--- config.mk ---
export PLATFORM = sky130hd
export DESIGN_NAME = operand_join_adder_stage
export DESIGN_NICKNAME = d
export VERILOG_FILES = /design/src/rtl/operand_join_adder_stage.sv
export SDC_FILE = /design/constraint.sdc
export NUM_CORES = 1
export LEC_CHECK = 0
export BUFFER_PORTS_ARGS = -buffer_cell sky130_fd_sc_hd__buf_2
export CORE_MARGIN = 5
export CORE_UTILIZATION = 46
export CTS_BUF_LIST = sky130_fd_sc_hd__clkbuf_16
export DETAILED_ROUTE_END_ITERATION = 10
export GPL_ROUTABILITY_DRIVEN = 1
export PLACE_DENSITY = 0.74
export SLEW_MARGIN = 20
export SYNTH_ARGS = -nofsm -noshare
export SYNTH_HDL_FRONTEND = slang
export SYNTH_SLANG_ARGS = --single-unit
--- constraint.sdc ---
create_clock -name i_clk -period 2.8 [get_ports i_clk]
set_input_delay 0.28 -clock i_clk [delete_from_list [all_inputs] [get_ports i_clk]]
set_output_delay 0.28 -clock i_clk [all_outputs]
set_load 0.03 [all_outputs]
--- src/rtl/operand_join_adder_stage.sv ---
// Joins one A word (with carry-in) and one B word, adds them, and queues
// {cout, sum} in a 2-entry FIFO drained over a valid/ready handshake.
module operand_join_adder_stage #(
    parameter int DATA_WIDTH = 16
) (
    input  logic                  i_clk,
    input  logic                  i_rst,
    input  logic                  i_en,
    input  logic [DATA_WIDTH-1:0] iv_a,
    input  logic                  i_cin,
    input  logic                  i_a_valid,
    output logic                  o_a_ready,
    input  logic [DATA_WIDTH-1:0] iv_b,
    input  logic                  i_b_valid,
    output logic                  o_b_ready,
    output logic [DATA_WIDTH-1:0] ov_sum,
    output logic                  o_cout,
    output logic                  o_sum_valid,
    input  logic                  i_ready
);

    logic                  r_a_full;
    logic                  r_b_full;
    logic [DATA_WIDTH-1:0] r_a;
    logic [DATA_WIDTH-1:0] r_b;
    logic                  r_cin;
    logic [DATA_WIDTH:0]   r_mem [0:1];
    logic                  r_wr_ptr;
    logic                  r_rd_ptr;
    logic [1:0]            r_count;

    logic                  w_do_combine;
    logic                  w_pop;
    logic                  w_a_hs;
    logic                  w_b_hs;
    logic [DATA_WIDTH:0]   w_sum;

    // Combine depends on registered state only, so i_ready never reaches the input readies.
    assign w_do_combine = i_en & r_a_full & r_b_full & (r_count != 2'd2);
    assign o_a_ready    = ~i_rst & i_en & (~r_a_full | w_do_combine);
    assign o_b_ready    = ~i_rst & i_en & (~r_b_full | w_do_combine);
    assign w_a_hs       = i_a_valid & o_a_ready;
    assign w_b_hs       = i_b_valid & o_b_ready;

    assign w_sum = {1'b0, r_a} + {1'b0, r_b} + {{DATA_WIDTH{1'b0}}, r_cin};

    assign o_sum_valid      = (r_count != 2'd0);
    assign {o_cout, ov_sum} = r_mem[r_rd_ptr];
    assign w_pop            = o_sum_valid & i_ready;

    always_ff @(posedge i_clk) begin
        if (i_rst) begin
            r_a_full <= 1'b0;
            r_b_full <= 1'b0;
            r_a      <= '0;
            r_b      <= '0;
            r_cin    <= 1'b0;
            r_wr_ptr <= 1'b0;
            r_rd_ptr <= 1'b0;
            r_count  <= 2'd0;
            for (int i = 0; i < 2; i++) begin
                r_mem[i] <= '0;
            end
        end else begin
            if (w_a_hs) begin
                r_a      <= iv_a;
                r_cin    <= i_cin;
                r_a_full <= 1'b1;
            end else if (w_do_combine) begin
                r_a_full <= 1'b0;
            end

            if (w_b_hs) begin
                r_b      <= iv_b;
                r_b_full <= 1'b1;
            end else if (w_do_combine) begin
                r_b_full <= 1'b0;
            end

            if (w_do_combine) begin
                r_mem[r_wr_ptr] <= w_sum;
                r_wr_ptr        <= ~r_wr_ptr;
            end
            if (w_pop) begin
                r_rd_ptr <= ~r_rd_ptr;
            end

            case ({w_do_combine, w_pop})
                2'b10:   r_count <= r_count + 2'd1;
                2'b01:   r_count <= r_count - 2'd1;
                default: r_count <= r_count;
            endcase
        end
    end

endmodule

# Word-level counts from Yosys, hierarchy flattened
# Memory sizes are Yosys's and may differ from the RTL's. A register that Yosys moved wholly into a read port is not among the register bits.
# Index checks and enable logic that the tools add are counted.
# word_totals
inputBits	39
out_inout_bits	20
reg_bits	39
memories	1
wordCells	51
mem_bits_rw	34
# op_classes
add_sub_neg	4
bitwise	16
reduce_logical	5
mux	14
eq_ne	3
# memory_table
name	depth	word_bits	read_ports	rd_clocked_by_memory_dff	wr	line_no	source
r_mem	2	17	1	1	2	27	logic [DATA_WIDTH:0] r_mem [0:1];
# op_table
cell	n
$add 16x16->17	1
$add 17x1->17	1
$mux 17	1
$reduce_or 17->1	1
$mux 1	12
$and 1x1->1	9
$reduce_bool 2->1	4
$not 1->1	5
$pmux 2 s2	1
$add 2x1->2 const B	1
$eq 2x1->1 const B	1
$eq 2x2->1 const B	1
$ne 2x2->1 const B	1
$or 1x1->1	2
$sub 2x1->2 const B	1

# Logic depth before layout (Yosys ltp)
# Gate-level depths: netlist (run 1).
# depth
word_depth	8
mapped_depth	7
ltp_nobuf	7

# Worst setup path after synthesis (run 1)
# No wires, ideal clock.
# synth_timing
path_type	register -> register
start	register r_a[0]
end	memory r_mem[1][12] (netlist name), data pin
path_buffers	0
arrival_time_ns	2.255
path_stages_with_launch	8
period_less_slack_ns	2.522
path_slack_ns	0.278
required_time_ns	2.533
cell_sequence	dfxtp_1 > fa_1 > fa_1 > a21o_2 > a311oi_1 > nor3_1 > nor3_1 > nor3b_1
# synth_lines
item	line_no	source
start: declaration	24	logic [DATA_WIDTH-1:0] r_a;
start signal: assignment	66	r_a <= iv_a;
end: declaration	27	

==> metrics.yaml, run 1 <==
worstReg2RegEnd: "r_mem[0][16]$_SDFFCE_PN0P_"
ys_ff_latch: 74
synth_most_common_cell: "nor2_1"
p_leak_nw: 1.95
fp.dieW_um: 100
synth-seq-area-share_pct: 48.5
clock_latency_ns: 0.33
drt-initial-drc-count: 246
seqPwrFrac_pct: 49.5
grt_pass1_vias: 2693
crit_arrival_ns: 2.73
setup_tns_ns: 0
grt_pass1_wl_mm: 12.8
finalHoldViolations: 0
min_path_type: "in -> reg"
synthFlopType: "dfxtp_1"
critPathKind: "reg -> reg"
finalSetupViolations: 0
gp_congestion: 0.931
area_growth_pct: 16.9
drt-vias-per-instance: 5.26
die_area_mm2: 0.0101
portBuffers: 58
drt-total-wl_mm: 7.53
antenna_found_initial: 0
p_sw_mw: 0.555
async_reset_ff_share_pct: 0
grt_max_degree: 32
crit_fanout: 4
antenna_left: 0
fin_ws_ns: 0.124
cts_resized: 0
synth_cells: 351
synth_common_cells: "nor2_1, dfxtp_1, edfxtp_1"
drt-wirelength-per-cell_um: 14.5
hold_buffers: 0
drive_above_1_share_pct: 25.4
nets: 466
core-area_mm2: 0.00809
hold_depth: 3
status: "finished clean"
cts_tree: "yes"
hold_path_end: "r_a[11]$_SDFFE_PP0P_"
reg2reg_from: "r_a[0]$_SDFFE_PP0P_"
switching_share_pct: 23.2
max_freq_ghz: 0.374
synth_edf_count: 34
internal-power_mw: 1.83
crit_required_ns: 2.85
cts_inserted_buffers: 9
root_buffer: "clkbuf_16"
combPwrFrac_pct: 8.5
htreeDepth: 3
track_usage_pct: 16.2
die_h_um: 100
finalCriticalPeriod_ns: 2.68
worst_r2r_path_depth: 8
insertedDiodeCount: 0
drv_slew: 0
clockPowerShare_pct: 42.1
overflow: 0
dp_slack_ns: 0.144
yosys.area.top_type: "edfxtp_1"
crit_path_start_kind: "flip-flop"
yosys_warnings: 0
maxSlewHeadroom_pct: 49.8
worst_pin_slew_ns: 0.752
hold_start: "iv_a[11]"
maxCapViolCount: 0
yosys-top-cells-area: "edfxtp_1, dfxtp_1, mux2i_1, nor2_1, ha_1"
drcViolationCount: 0
syn_nets: 408
endpoint_kind: "flip-flop"
clkSlewWorstSetupHoldPaths_ns: 0.06
cts_max_path_buffers: 2
ir_worst_vdd_uv: 315
cts.sinks: 74
hpwl_mm: 5.63
rows: 33
cts_setup_buffers: 0
grt_setup_unrepaired: "false"
ios: 59
synth.top_cell.area_share_pct: 27.2
reg2reg_slack_ns: 0.12
dr.pass1.iters: 4
finalClockSkew_ns: 0.00388
finalCritPeriodShare_pct: 95.6
synth.distinct_cells: 48
initial_utilization_pct: 46.4
vias: 2729
power_density_mw_per_mm2: 544
syn_area_mm2: 0.00375
avgSynthCellArea_um2: 10.7
[metal layers]
| metal | wire length, um | GRT usage (%) |
|---|---|---|
| met1 | 3540 | 22.2 |
| met2 | 3400 | 24.2 |
| met3 | 476 | 4.86 |
| met4 | 116 | 5.60 |
| met5 | 0 | 0 |
[sequential cells by signal (all words and copies together) (netlist names), named ones only]
| name | flops |
|---|---|
| r_a | 16 |
| r_a_full | 1 |
| r_b | 16 |
| r_b_full | 1 |
| r_cin | 1 |
| r_count | 2 |
| r_mem | 34 |
| r_rd_ptr | 1 |
| r_wr_ptr | 1 |
[cell usage in the layout (no fill, tap or decap), types with 2 or more instances in the layout]
cell type,count
clkinvlp_4,2
nor3b_2,2
xnor2_1,6
mux2_2,17
nor3_1,5
clkinv_2,2
a211oi_1,2
nand4_1,6
dfxtp_1,40
fa_1,2
nand2b_1,2
a21o_1,2
o211ai_1,2
o21bai_1,2
or3_1,2
nor3_2,2
nor2_1,56
buf_2,58
xor2_1,5
nor3b_1,8
nand3_1,3
ha_1,16
o21ai_0,14
and2_1,7
nand2_1,18
a21oi_1,22
buf_4,7
edfxtp_1,34
inv_1,2
mux2i_1,33
clkbuf_16,9
clkinv_1,3
nor2b_1,4
a211o_1,4
[through the flow]
stage / std cells / utilization, % / area [um^2] / total power [mW] / hold WS, ns
finish: 519 / 54.2 / 4390 / 2.39 / 0.179
global route: 519 / 54.2 / 4390 / 2.48 / 0.185
CTS: 519 / 54.1 / 4380 / 2.40 / 0.175
detailed placement: 503 / 50.9 / 4120 / 1.41 / 0.495
global placement: 503 / 50.9 / 4120 / 1.40 / 0.485
floorplan: 351 / - / 3750 / 1.34 / 0.424
[cell type report]
cell class / instances / area, um^2
Inverter: 2 / 7.51
Clock buffer: 9 / 225
Tap cell: 105 / 131
Sequential cell: 74 / 1820
Multi-Input combinational cell: 257 / 1820
Clock inverter: 7 / 36.3
Timing Repair Buffer: 65 / 343
Fill cell: 741 / 3700
[power by group through the flow]
stage	Combinational [mW]	Sequential [mW]	Clock, mW
floorplan	0.143	1.20	0
global placement	0.198	1.20	0
detailed placement	0.202	1.20	0
CTS	0.203	1.18	1.02
global route	0.223	1.19	1.08
finish	0.202	1.18	1.00
[cells by family (layout without fill, tap and decap cells)]
kind of cell,after synthesis,count (layout),synth area share (%)
AND/OR/NAND/NOR,120,120,15.8
flip-flops,74,74,48.5
AO/OA/AOI/OAI,58,58,9.63
multiplexers,50,50,13.9
buffers and inverters,20,83,3.17
adder cells (fa/ha/maj),18,18,6.40
XOR/XNOR,11,11,2.57
[critical path, stage by stage, from the launching register on]
cell and delay [ns]:
dfxtp_1 0.33, fa_1 0.48, fa_1 0.42, a21o_2 0.24
a311oi_1 0.28, buf_4 0.18, nor3_1 0.08, o21ai_0 0.29
a21oi_1 0.11
[worst max path at each step]
stage | start | endpoint | slack (ns) | cells after the start
6_report | r_a[0]$_SDFFE_PP0P_ | r_mem[0][16]$_SDFFCE_PN0P_ | 0.12 | 8
5_1_grt | r_a[0]$_SDFFE_PP0P_ | r_mem[0][16]$_SDFFCE_PN0P_ | 0.009 | 8
4_1_cts | r_a[0]$_SDFFE_PP0P_ | r_mem[1][12]$_SDFFCE_PN0P_ | 0.14 | 8
3_5_place_dp | r_a[0]$_SDFFE_PP0P_ | r_mem[1][12]$_SDFFCE_PN0P_ | 0.14 | 8
3_3_place_gp | r_a[0]$_SDFFE_PP0P_ | r_mem[1][12]$_SDFFCE_PN0P_ | 0.21 | 8
2_1_floorplan | r_a[0]$_SDFFE_PP0P_ | r_mem[1][12]$_SDFFCE_PN0P_ | 0.28 | 7
(Power assumes the default switching activity.)
==> inputs of run 2 (changes only) <==
==> constraint.sdc (replaced) <==
create_clock -name i_clk -period 2.8 [get_ports i_clk]
set_input_delay 0.14 -clock i_clk [delete_from_list [all_inputs] [get_ports i_clk]]
set_output_delay 0.14 -clock i_clk [all_outputs]
set_load 0.03 [all_outputs]
==> run 2 against run 1 <==
Clock skew is 0.0011 ns higher. Cell area down 0.11%. Sequential power hardly changed. Fmax rose by 1.1%. Routed wire length increased by 3.7%. Die area is the same. Clock power about the same. Critical path type unchanged. Largest cell class is now sequential cells.
==> metrics.yaml, run 2 (synthesized netlist as in run 1, its figures left out) <==
vias: 2754  # +0.92%
switching_share_pct: 23.4  # +0.21 points
reg.largest.list: "r_mem x34, r_a x16, r_b x16"
clock_latency_ns: 0.33  # about the same
cts.sinks: 74  # unchanged
root_buffer: "clkbuf_16"
rows: 33  # unchanged
drv_slew: 0  # unchanged
crit_required_ns: 2.85  # about the same
seqPwrFrac_pct: 49.3  # -0.2 points
nets: 466  # unchanged
drt-wirelength-per-cell_um: 15.1  # +3.7%
finalClockSkew_ns: 0.00494  # +0.00106 ns
power_density_mw_per_mm2: 547  # +0.44%
antenna_found_initial: 0  # unchanged
crit_path_start_kind: "flip-flop"
endpoint_kind: "flip-flop"
finalCriticalPeriod_ns: 2.65  # -0.0287 ns
finalHoldViolations: 0  # unchanged
crit_fanout: 4  # unchanged
die_h_um: 100  # unchanged
largest_reg_flops: 34  # unchanged
max_freq_ghz: 0.378  # +1.1%
dr.pass1.iters: 4  # unchanged
fp.dieW_um: 100  # unchanged
internal-power_mw: 1.83  # about the same
hold_depth: 3  # unchanged
drt-initial-drc-count: 223  # -9.3%
maxSlewHeadroom_pct: 49.3  # -0.48 points
overflow: 0  # unchanged
reg2reg_slack_ns: 0.15  # +0.03 ns
initial_utilization_pct: 46.4  # unchanged
grt_pass1_vias: 2768  # +2.8%
combPwrFrac_pct: 8.6  # about the same
clockPowerShare_pct: 42.1  # about the same
hpwl_mm: 5.75  # +2.2%
slowest_stage: "fa_1"
drive_above_1_share_pct: 25.1  # -0.24 points
path_delay_family: "adder cells"
htreeDepth: 3  # unchanged
die_area_mm2: 0.0101  # unchanged
whs_ns: 0.0416  # -0.138 ns
reg2reg_from: "r_a[0]$_SDFFE_PP0P_"
status: "finished clean"
cts_tree: "yes"
grt_pass1_wl_mm: 13.3  # +3.6%
cts_inserted_buffers: 9  # unchanged
core-area_mm2: 0.00809  # unchanged
final_common_cell: "buf_2"
hold_start: "iv_b[12]"
finalCritPeriodShare_pct: 94.6  # -1.0 points
crit_path_max_incr_delay_ns: 0.49  # about the same
drt-vias-per-instance: 5.31  # +0.92%
cts_max_path_buffers: 2  # unchanged
setup_tns_ns: 0  # unchanged
track_usage_pct: 16.8  # +0.60 points
p_leak_nw: 1.95  # about the same
finalSetupViolations: 0  # unchanged
crit_chain: "fa_1, fa_1, a21o_2, a311oi_1, buf_4, nor3_1, o21ai_0, a21oi_1"
layout_common_cells: "buf_2, nor2_1, dfxtp_1"
ir_worst_vdd_uv: 329  # +4.3%
grt_max_degree: 41  # +28%
worstReg2RegEnd: "r_mem[1][16]$_SDFFCE_PN0P_"
worst_pin_slew_ns: 0.759  # +0.00713 ns
critPathKind: "reg -> reg"
drt-total-wl_mm: 7.82  # +3.7%
cp_common_cell: "fa_1"
min_path_type: "in -> reg"
insertedDiodeCount: 0  # unchanged
gp_congestion: 0.903  # -3.0%
p_sw_mw: 0.562  # +1.2%
drcViolationCount: 0  # unchanged
portBuffers: 58  # unchanged
hold_path_end: "r_b[12]$_SDFFE_PP0P_"
antenna_left: 0  # unchanged
grt_setup_unrepaired: "false"
critPathBufInv: 1  # unchanged
area_growth_pct: 16.8
top_register: "r_mem"
fin_total_pwr_mw: 2.40  # +0.32%
worst_r2r_path_depth: 8  # unchanged
maxCapViolCount: 0  # unchanged
clkSlewWorstSetupHoldPaths_ns: 0.06  # about the same
crit_arrival_ns: 2.70  # -0.03 ns
ios: 59  # unchanged
## run 2: cell count changes in the layout (fill, tap and decap cells not counted)
cell | previous run | this run
nor3_1 | 5 | 6
nor3_2 | 2 | 1
## run 2: cell type report
cell class	instances	area, um^2
timing repair buffer	65	343
clock inverter	7	36.3
inverter	2	7.51
tap	105	131
clock buffer	9	225
fill	768	3710
sequential	74	1820
multi-input combinational	257	1820
## run 2: worst max path at each step
stage / startpoint / end / slack [ns] / cells past startpoint
floorplan: r_a[0]$_SDFFE_PP0P_ / r_mem[1][12]$_SDFFCE_PN0P_ / 0.28 / 7
global placement: r_a[0]$_SDFFE_PP0P_ / r_mem[1][12]$_SDFFCE_PN0P_ / 0.20 / 8
detailed placement: r_a[0]$_SDFFE_PP0P_ / r_mem[1][12]$_SDFFCE_PN0P_ / 0.13 / 8
CTS: r_a[0]$_SDFFE_PP0P_ / r_mem[1][12]$_SDFFCE_PN0P_ / 0.13 / 8
global route: r_a[0]$_SDFFE_PP0P_ / r_mem[1][8]$_SDFFCE_PN0P_ / 0.04 / 8
finish: r_a[0]$_SDFFE_PP0P_ / r_mem[1][16]$_SDFFCE_PN0P_ / 0.15 / 8
## run 2: metrics by stage
stage	instance area [um^2]	util [%]	setup slack [ns]	cells
floorplan	3750	-	0.278	351
global placement	4120	50.9	0.199	503
detailed placement	4120	50.9	0.131	503
CTS	4380	54.1	0.134	519
global route	4380	54.2	0.0419	519
finish	4380	54.2	0.152	519
## run 2: repair_timing
action,4_1_cts,5_1_grt
hold buffers,0,0
setup endpoints to repair,0,1
resized for setup,0,1
setup buffers,0,0
## run 2: worst min-delay path, delay by kind of cell
family | cells | cell delay, ns
simple gates | 1 | 0.07
buf+inv | 1 | 0.07
mux | 1 | 0.05
## run 2: power by group through the flow
stage	clock, mW	combinational (mW)	sequential, mW
3_3_place_gp	0	0.199	1.20
2_1_floorplan	0	0.143	1.20
5_1_grt	1.07	0.227	1.19
3_5_place_dp	0	0.204	1.20
4_1_cts	1.02	0.207	1.18
6_report	1.01	0.206	1.18
## run 2: metal layers
| metal | vias to the layer above | part of all wire (%) | GRT usage, % |
|---|---|---|---|
| li1 | 1381 | - | - |
| met5 | - | 0 | 0 |
| met1 | 1300 | 47 | 23.2 |
| met3 | 13 | 5.7 | 3.47 |
| met2 | 60 | 46 | 25.1 |
| met4 | 0 | 1.9 | 7.67 |
